==> src/rtl/prbs_frame_tx.sv <==
// Transmit-side framer for the FEC loopback link: emits sync word, header and PRBS-31
// payload frames on a registered valid/ready stream, with one-shot bit-0 error injection.
module prbs_frame_tx #(
  parameter int unsigned W                = 32,
  parameter int unsigned PAYLOAD_WORDS    = 16,
  parameter int unsigned FRAMES_PER_BLOCK = 255,
  parameter int unsigned GAP_WORDS        = 0,
  parameter logic [31:0] SYNC_WORD        = 32'h1ACFFC1D,
  parameter logic [30:0] PRBS_SEED        = 31'h7FFFFFFF
) (
  input  logic         clk,
  input  logic         rst,
  input  logic         en,
  input  logic         err_inj,
  output logic [W-1:0] tx_data,
  output logic         tx_valid,
  input  logic         tx_ready,
  output logic         tx_sof,
  output logic         tx_eof,
  output logic         tx_sob,
  output logic [31:0]  frames_sent,
  output logic [15:0]  errs_injected,
  output logic         busy
);

  localparam int unsigned IDX_W = (PAYLOAD_WORDS > 1) ? $clog2(PAYLOAD_WORDS) : 1;
  localparam int unsigned GAP_W = (GAP_WORDS > 1) ? $clog2(GAP_WORDS) : 1;
  localparam logic [IDX_W-1:0] LAST_IDX = IDX_W'(PAYLOAD_WORDS - 1);
  localparam logic [IDX_W-1:0] PRE_LAST = IDX_W'((PAYLOAD_WORDS > 1) ? PAYLOAD_WORDS - 2 : 0);
  localparam logic [GAP_W-1:0] GAP_LAST = GAP_W'((GAP_WORDS > 0) ? GAP_WORDS - 1 : 0);
  localparam logic [15:0]      FIB_LAST = 16'(FRAMES_PER_BLOCK - 1);
  // an all-zero seed would lock the LFSR, so it is replaced by all-ones
  localparam logic [30:0]      SEED_EFF = (PRBS_SEED == 31'd0) ? 31'h7FFFFFFF : PRBS_SEED;

  typedef enum logic [2:0] {
    ST_IDLE    = 3'd0,
    ST_SYNC    = 3'd1,
    ST_HDR     = 3'd2,
    ST_PAYLOAD = 3'd3,
    ST_GAP     = 3'd4
  } state_t;

  // Next W PRBS-31 bits (x^31+x^28+1), MSB first; the last 31 bits are the advanced LFSR state.
  function automatic logic [W-1:0] prbs_word(input logic [30:0] seed);
    logic [30:0]  s;
    logic         fb;
    logic [W-1:0] w;
    s = seed;
    w = {W{1'b0}};
    for (int i = W - 1; i >= 0; i--) begin
      fb   = s[30] ^ s[27];
      w[i] = fb;
      s    = {s[29:0], fb};
    end
    return w;
  endfunction

  state_t           state_r, state_nxt;
  logic [IDX_W-1:0] idx_r, idx_nxt;
  logic [GAP_W-1:0] gap_cnt_r, gap_cnt_nxt;
  logic [30:0]      lfsr_r, lfsr_nxt;
  logic [15:0]      frame_seq_r, frame_seq_nxt;
  logic [15:0]      fib_r, fib_nxt;
  logic             err_pending_r, err_pending_nxt;
  logic             err_flag_r, err_flag_nxt;
  logic [W-1:0]     tx_data_r, tx_data_nxt;
  logic             tx_valid_r, tx_valid_nxt;
  logic             tx_sof_r, tx_sof_nxt;
  logic             tx_eof_r, tx_eof_nxt;
  logic             tx_sob_r, tx_sob_nxt;
  logic [31:0]      frames_r, frames_nxt;
  logic [15:0]      errs_r, errs_nxt;
  logic             busy_r, busy_nxt;

  logic             xfer_s;
  logic             flip_s;
  logic [W-1:0]     cur_word_s;
  logic [W-1:0]     nxt_word_s;
  logic [W-1:0]     flip_mask_s;
  logic [15:0]      fib_inc_s;

  assign xfer_s      = tx_valid_r & tx_ready;
  assign flip_s      = err_pending_r | err_inj;
  assign flip_mask_s = {{(W - 1){1'b0}}, flip_s};
  // cur_word_s is the clean form of the payload word at lfsr_r; nxt_word_s is the one after it
  assign cur_word_s  = prbs_word(lfsr_r);
  assign nxt_word_s  = prbs_word(cur_word_s[30:0]);
  assign fib_inc_s   = (fib_r == FIB_LAST) ? 16'd0 : fib_r + 16'd1;

  // Next-state and next-output logic for the framing FSM.
  always_comb begin
    state_nxt       = state_r;
    idx_nxt         = idx_r;
    gap_cnt_nxt     = gap_cnt_r;
    lfsr_nxt        = lfsr_r;
    frame_seq_nxt   = frame_seq_r;
    fib_nxt         = fib_r;
    err_pending_nxt = err_pending_r | err_inj;
    err_flag_nxt    = err_flag_r;
    tx_data_nxt     = tx_data_r;
    tx_valid_nxt    = tx_valid_r;
    tx_sof_nxt      = tx_sof_r;
    tx_eof_nxt      = tx_eof_r;
    tx_sob_nxt      = tx_sob_r;
    frames_nxt      = frames_r;
    errs_nxt        = errs_r;

    case (state_r)
      ST_IDLE: begin
        tx_valid_nxt = 1'b0;
        tx_data_nxt  = {W{1'b0}};
        tx_sof_nxt   = 1'b0;
        tx_eof_nxt   = 1'b0;
        tx_sob_nxt   = 1'b0;
        if (en) begin
          state_nxt    = ST_SYNC;
          tx_valid_nxt = 1'b1;
          tx_data_nxt  = SYNC_WORD;
          tx_sof_nxt   = 1'b1;
          tx_sob_nxt   = (fib_r == 16'd0);
        end else begin
          state_nxt = ST_IDLE;
        end
      end
      ST_SYNC: begin
        if (xfer_s) begin
          state_nxt   = ST_HDR;
          tx_data_nxt = {8'hA5, fib_r[7:0], frame_seq_r};
          tx_sof_nxt  = 1'b0;
          tx_sob_nxt  = 1'b0;
        end else begin
          state_nxt = ST_SYNC;
        end
      end
      ST_HDR: begin
        if (xfer_s) begin
          state_nxt    = ST_PAYLOAD;
          idx_nxt      = {IDX_W{1'b0}};
          tx_data_nxt  = cur_word_s ^ flip_mask_s;
          err_flag_nxt = flip_s;
          tx_eof_nxt   = (PAYLOAD_WORDS == 1);
          if (flip_s) begin
            err_pending_nxt = 1'b0;
          end else begin
            err_pending_nxt = err_pending_r;
          end
        end else begin
          state_nxt = ST_HDR;
        end
      end
      ST_PAYLOAD: begin
        if (xfer_s) begin
          lfsr_nxt = cur_word_s[30:0];
          if (err_flag_r) begin
            errs_nxt = (errs_r == 16'hFFFF) ? errs_r : errs_r + 16'd1;
          end else begin
            errs_nxt = errs_r;
          end
          if (idx_r == LAST_IDX) begin
            frames_nxt    = frames_r + 32'd1;
            frame_seq_nxt = frame_seq_r + 16'd1;
            fib_nxt       = fib_inc_s;
            err_flag_nxt  = 1'b0;
            tx_eof_nxt    = 1'b0;
            if (GAP_WORDS > 0) begin
              state_nxt    = ST_GAP;
              gap_cnt_nxt  = {GAP_W{1'b0}};
              tx_valid_nxt = 1'b0;
              tx_data_nxt  = {W{1'b0}};
            end else if (en) begin
              state_nxt   = ST_SYNC;
              tx_data_nxt = SYNC_WORD;
              tx_sof_nxt  = 1'b1;
              tx_sob_nxt  = (fib_inc_s == 16'd0);
            end else begin
              state_nxt    = ST_IDLE;
              tx_valid_nxt = 1'b0;
              tx_data_nxt  = {W{1'b0}};
            end
          end else begin
            idx_nxt      = idx_r + {{(IDX_W - 1){1'b0}}, 1'b1};
            tx_data_nxt  = nxt_word_s ^ flip_mask_s;
            err_flag_nxt = flip_s;
            tx_eof_nxt   = (idx_r == PRE_LAST);
            if (flip_s) begin
              err_pending_nxt = 1'b0;
            end else begin
              err_pending_nxt = err_pending_r;
            end
          end
        end else begin
          state_nxt = ST_PAYLOAD;
        end
      end
      ST_GAP: begin
        tx_valid_nxt = 1'b0;
        if (gap_cnt_r == GAP_LAST) begin
          if (en) begin
            state_nxt    = ST_SYNC;
            tx_valid_nxt = 1'b1;
            tx_data_nxt  = SYNC_WORD;
            tx_sof_nxt   = 1'b1;
            tx_sob_nxt   = (fib_r == 16'd0);
          end else begin
            state_nxt = ST_IDLE;
          end
        end else begin
          gap_cnt_nxt = gap_cnt_r + {{(GAP_W - 1){1'b0}}, 1'b1};
        end
      end
      default: begin
        state_nxt    = ST_IDLE;
        tx_valid_nxt = 1'b0;
        tx_data_nxt  = {W{1'b0}};
        tx_sof_nxt   = 1'b0;
        tx_eof_nxt   = 1'b0;
        tx_sob_nxt   = 1'b0;
      end
    endcase

    busy_nxt = (state_nxt != ST_IDLE);
  end

  // State and registered-output update with synchronous reset.
  always_ff @(posedge clk) begin
    if (rst) begin
      state_r       <= ST_IDLE;
      idx_r         <= {IDX_W{1'b0}};
      gap_cnt_r     <= {GAP_W{1'b0}};
      lfsr_r        <= SEED_EFF;
      frame_seq_r   <= 16'd0;
      fib_r         <= 16'd0;
      err_pending_r <= 1'b0;
      err_flag_r    <= 1'b0;
      tx_data_r     <= {W{1'b0}};
      tx_valid_r    <= 1'b0;
      tx_sof_r      <= 1'b0;
      tx_eof_r      <= 1'b0;
      tx_sob_r      <= 1'b0;
      frames_r      <= 32'd0;
      errs_r        <= 16'd0;
      busy_r        <= 1'b0;
    end else begin
      state_r       <= state_nxt;
      idx_r         <= idx_nxt;
      gap_cnt_r     <= gap_cnt_nxt;
      lfsr_r        <= lfsr_nxt;
      frame_seq_r   <= frame_seq_nxt;
      fib_r         <= fib_nxt;
      err_pending_r <= err_pending_nxt;
      err_flag_r    <= err_flag_nxt;
      tx_data_r     <= tx_data_nxt;
      tx_valid_r    <= tx_valid_nxt;
      tx_sof_r      <= tx_sof_nxt;
      tx_eof_r      <= tx_eof_nxt;
      tx_sob_r      <= tx_sob_nxt;
      frames_r      <= frames_nxt;
      errs_r        <= errs_nxt;
      busy_r        <= busy_nxt;
    end
  end

  assign tx_data       = tx_data_r;
  assign tx_valid      = tx_valid_r;
  assign tx_sof        = tx_sof_r;
  assign tx_eof        = tx_eof_r;
  assign tx_sob        = tx_sob_r;
  assign frames_sent   = frames_r;
  assign errs_injected = errs_r;
  assign busy          = busy_r;

endmodule

==> config.mk <==
export PLATFORM = sky130hd
export DESIGN_NAME = prbs_frame_tx
export DESIGN_NICKNAME = d
export VERILOG_FILES = /design/src/rtl/prbs_frame_tx.sv
export SDC_FILE = /design/constraint.sdc
export NUM_CORES = 1
export LEC_CHECK = 0
export CAP_MARGIN = 20
export CORE_ASPECT_RATIO = 0.8
export CORE_MARGIN = 2
export CORE_UTILIZATION = 42
export CTS_CLUSTER_SIZE = 10
export DETAILED_ROUTE_END_ITERATION = 6
export HOLD_SLACK_MARGIN = 0.05
export PLACE_DENSITY_LB_ADDON = 0.25
export SYNTH_ARGS = -nofsm -noshare
export SYNTH_HDL_FRONTEND = slang
export SYNTH_SLANG_ARGS = --single-unit
==> constraint.sdc <==
create_clock -name clk -period 1.9 [get_ports clk]
set_input_delay 0.57 -clock clk [delete_from_list [all_inputs] [get_ports clk]]
set_output_delay 0.57 -clock clk [all_outputs]
set_load 0.02 [all_outputs]
# Word-level counts from Yosys, hierarchy flattened
# Index checks and enable logic that the tools add are counted.
word_totals:
  output_inout_bits: 85
  elab_cells: 180
  reg_bits: 158
classes:
  muxes: 52
  eq_ne: 17
  bitwise: 72
  reduce_logical: 17
  addsub: 6
op_table:
  columns: ["op", "count"]
  rows:
  - ["2-to-1 mux 32 bit", 6]
  - ["one-hot mux 32 bit (5 select lines)", 1]
  - ["XOR 1 bit", 64]
  - ["XOR 32 x 1 -> 32 bit", 2]
  - ["adder 16 x 1 -> 16 bit, second input constant", 3]
  - ["adder 32 x 1 -> 32 bit, second input constant", 1]
  - ["zero test 16 bit", 2]
  - ["2-to-1 mux 29 bit", 1]
  - ["2-to-1 mux 1 bit", 28]
  - ["inequality test 2 bit, second input constant", 9]
  - ["== test 16 bit, second input constant", 1]
  - ["== test 16 x 8 -> 1 bit, second input constant", 1]
  - ["2-to-1 mux 16 bit", 1]
  - ["one-hot mux 3 bit (5 select lines)", 1]
  - ["2-to-1 mux 4 bit", 3]
  - ["AND reduction 4 bit", 3]
  - ["one-hot mux 1 bit (5 select lines)", 2]
  - ["AND reduction 5 bit", 2]
  - ["2-to-1 mux 3 bit", 3]
  - ["AND reduction 3 bit", 3]
  - ["== test 4 bit, second input constant", 2]
  - ["one-hot mux 4 bit (2 select lines)", 1]
  - ["AND reduction 7 bit", 1]
  - ["== test 3 x 2 -> 1 bit, second input constant", 2]
  - ["other kinds (16)", 21]

# Logic depth before layout (Yosys ltp)
depth:
  word_depth: 7
  depth_mapped: 8
  depth_no_buf: 7

# Least setup slack after synthesis
# Ideal clock, no wire load.
synth_timing:
  path_type: "reg2reg"
  from: "reg frames_r[3], in the netlist frames_sent[3]"
  to: "reg frames_r[25], in the netlist frames_sent[25]"
  setup_time_ps: 71
  stages_incl_launch_ff: 7
  required_time_ps: 1829
  synth_period_minus_slack_ps: 2036
  slack_ps: -136
  arrival_ps: 1965
  cell_sequence: "dfxtp_1 and4_4 nand4_4 or3_4 buf_6 or3_1 a21oi_1"
synth_via:
  elab_chain_len: 1
synth_rtl:
  columns: ["element", "line_no", "source"]
  rows:
  - ["start, declared", "71", "logic [31:0] frames_r, frames_nxt;"]
  - ["start signal, assigned", "257", "frames_r <= frames_nxt;"]
  - ["adder 32 x 1 -> 32 bit", "160", "frames_nxt = frames_r + 32'd1;"]
# No other way between the ends.
# A chain may end at the register's enable or synchronous reset.

# Worst setup path after layout
layout_timing:
  from: "reg idx_r[1]"
  to: "reg frames_r[23], in the netlist frames_sent[23]"
layout_via:
  elab_chain_len: 2
layout_rtl:
  columns: ["element", "line_no", "source"]
  rows:
  - ["start, declared", "59", "logic [IDX_W-1:0] idx_r, idx_nxt;"]
  - ["start signal, assigned", "228", "idx_r <= {IDX_W{1'b0}};"]
  - ["start signal, assigned", "245", "idx_r <= idx_nxt;"]
  - ["== test 4 bit", "159", "if (idx_r == LAST_IDX) begin"]
  - ["AND reduction 3 bit (no line)", null, null]
# No other way between the ends.

==> results.py <==
metrics = {
    "drt": {
        "remaining_drc_errors": 0,
        "routed_wirelength_um": 23200,
        "vias_per_cell": 5.54,
        "antenna_left": 0,
        "vias": 8006,
        "post_drt_wl_per_cell_um": 16.0,
        "drtIter0Drc": 679,
        "dr.pass1.iters": 5,
    },
    "global_routing": {
        "overflow": 0,
        "grt_pass1_vias": 7241,
        "antenna_found_initial": 0,
        "grt_max_degree": 46,
        "grt_pass1_wl_um": 37400,
        "grt.total_usage_pct": 22.1,
    },
    "synth": {
        "synth_edf_count": 0,
        "syn-num-nets": 1033,
        "ys_seq_area_share_pct": 38.1,
        "syn_area_mm2": 0.00824,
        "yosys-top-cells-count": "157 x dfxtp_1, 104 x nor2_1, 100 x a21oi_1, 87 x nand2_1, 85 x xnor2_1",
        "synth_area_per_cell_um2": 8.08,
        "synth_most_common_cell": "dfxtp_1",
        "yosys.area.top_type": "dfxtp_1",
        "synth_seq_cells": 157,
        "ys_top_cells_by_area": "dfxtp_1 38%, xnor2_1 9.0%, a21oi_1 6.1%, nor2_1 4.7%, nand2_1 4.0%",
        "async_flop_share_pct": 0,
        "synth_warnings": 0,
        "synth_top_area_share_pct": 38.1,
        "synth_ff_type": "dfxtp_1",
        "syn_inst": 1020,
        "post_synth_num_cell_types": 59,
    },
    "clocking": {
        "cts_max_path_buffers": 2,
        "cts_tree": "yes",
        "cts.sinks": 157,
        "cts_made_buffers": 17,
        "clk_latency_ns": 0.44,
        "htree_levels": 4,
        "cts_hold_buffers": 0,
        "clk_pin_slew_ns": 0.07,
        "root_buffer": "clkbuf_16",
    },
    "timing": {
        "max_freq_ghz": 0.521,
        "fin_hold_ws_ns": 0.450,
        "worst_slew_pin_slew_ns": 0.525,
        "timing.final.crit_share_pct": 101,
        "slew_headroom_pct": 64.6,
        "slew_viol_final": 0,
        "finalHoldViolations": 0,
        "rsz0062_at_grt": "yes",
        "setup_violations": 3,
        "fin_worst_skew_ns": 0.0110,
        "period_needed_ns": 1.92,
        "setup_ws_ns": -0.0197,
        "setup_tns_ns": -0.0457,
    },
    "die": {
        "pin_count": 90,
        "dieArea_mm2": 0.0208,
        "coreArea_mm2": 0.0191,
        "start_util_pct": 43.2,
        "fp.dieW_um": 161,
        "die_y_um": 129,
        "rows": 45,
    },
    "status": {
        "status": "complete, but fails checks",
        "violations": "setup timing",
    },
    "power_and_ir_drop": {
        "vdd.ir_drop.worst_mv": 0.518,
        "total_leakage_power_nw": 4.36,
        "power_density_mw_per_mm2": 712,
    },
    "finish": {
        "stdcell_area_mm2": 0.0112,
        "syn2layout_area_growth_pct": 35.3,
        "fin_util_pct": 58.4,
        "n_antenna_cell": 0,
        "final_net_count": 1188,
        "drive_gt1_share_pct": 20.5,
    },
    "setup_path": {
        "end_kind": "flop",
        "crit_path_max_fanout": 6,
        "critical_path_arrival_ns": 2.29,
        "required_ns": 2.27,
        "cp-start-kind": "flop",
        "crit_type": "flop to flop",
    },
    "placed_design": {
        "dpl_cell_area_mm2": 0.0102,
        "place.gp.congestion": 0.884,
        "port_buffers": 89,
        "place.detailed.hpwl_um": 16000,
    },
    "min_path": {
        "worst_hold_path_type": "flop to flop",
    },
    "job": {
        "cap_violations": 0,
    },
}
[state kept, by name, indices dropped and copies added, names as in the netlist, 3 cells and up]
name and flops:
fib_r 16, tx_data 32, idx_r 4, lfsr_r 31
frame_seq_r 16, state_r 3, errs_injected 16, frames_sent 32
[power breakdown]
group,switching (W),leakage [nW],total (W),internal (W)
combinational,0.000334,2.75,0.000545,0.000211
sequential,0.0000273,1.28,0.00338,0.00335
clock,0.00140,0.334,0.00402,0.00263
total,0.00176,4.36,0.00794,0.00619
[final timing paths]
path,start,endpoint,slack [ns],cells after the start
min reg2reg,tx_data[1]$_SDFFE_PP0P_,tx_data[1]$_SDFFE_PP0P_,0.45,2
max,idx_r[1]$_SDFFE_PP0P_,frames_sent[23]$_SDFFE_PP0P_,-0.02,6
min,tx_data[1]$_SDFFE_PP0P_,tx_data[1]$_SDFFE_PP0P_,0.45,2
max reg2reg,idx_r[1]$_SDFFE_PP0P_,frames_sent[23]$_SDFFE_PP0P_,-0.02,6
[cell families after synthesis]
logic type      Yosys count  share of synthesized area [%]
compound gates          266                           20.2
xor+xnor                111                           12.0
fa+ha+maj                 8                           1.21
buf+inv                 110                           5.63
flops                   157                           38.1
mux                       2                          0.243
other cells               1                         0.0455
simple gates            365                           22.6
[routing by layer]
metal / GRT usage [%] / wire, um / vias to the layer above
met1: 31.4 / 11200 / 3849
met3: 5.03 / 1260 / 19
met4: 5.51 / 215 / 0
met2: 34.1 / 10500 / 207
li1: - / - / 3931
met5: 0 / 0 / -
[what timing repair did]
action	4_1_cts	5_1_grt
hold endpoints to repair	0	0
setup endpoints to repair	145	73
pin swaps	11	17
resized for setup	108	52
buffers inserted	6	7
[cell usage in the layout (no fill, tap or decap), types with 9 or more instances in the layout]
cell type	n
a21oi_1	93
dfxtp_1	144
clkbuf_16	17
xor2_1	25
dlygate4sd2_1	86
and3_1	14
buf_12	10
a22oi_1	15
nand3_1	24
nand4_1	31
o31ai_1	20
nor2_1	102
o21ai_0	48
dfxtp_2	12
inv_1	16
o221ai_1	9
nor4_1	13
nor3_1	9
a211o_1	33
buf_4	127
nand2_1	86
xnor2_1	85
or3_1	19
[critical path, cell delays in order (launching register included)]
cell     delay, ns
dfxtp_4       0.36
ha_4          0.14
and3_4        0.22
nand4_4       0.10
or3_4         0.40
or4_4         0.51
a21oi_2       0.12
[through the flow]
step           worst slack [ns]  power [W]  instances
2_1_floorplan           -0.0328    0.00375       1020
3_3_place_gp             -0.627    0.00400       1401
3_5_place_dp             -0.654    0.00400       1401
4_1_cts                 -0.0772    0.00797       1438
5_1_grt                  -0.107    0.00818       1445
6_report                -0.0197    0.00794       1445
[area by class of cell]
cell class / instances / area [um2]
fill: 1717 / 7930
multi-input combinational: 753 / 4940
sequential: 157 / 3160
timing repair buffer: 229 / 1980
clock buffer: 20 / 447
tap: 258 / 323
clock inverter: 11 / 238
inverter: 17 / 63.8
Power figures use the tool's default switching activity.
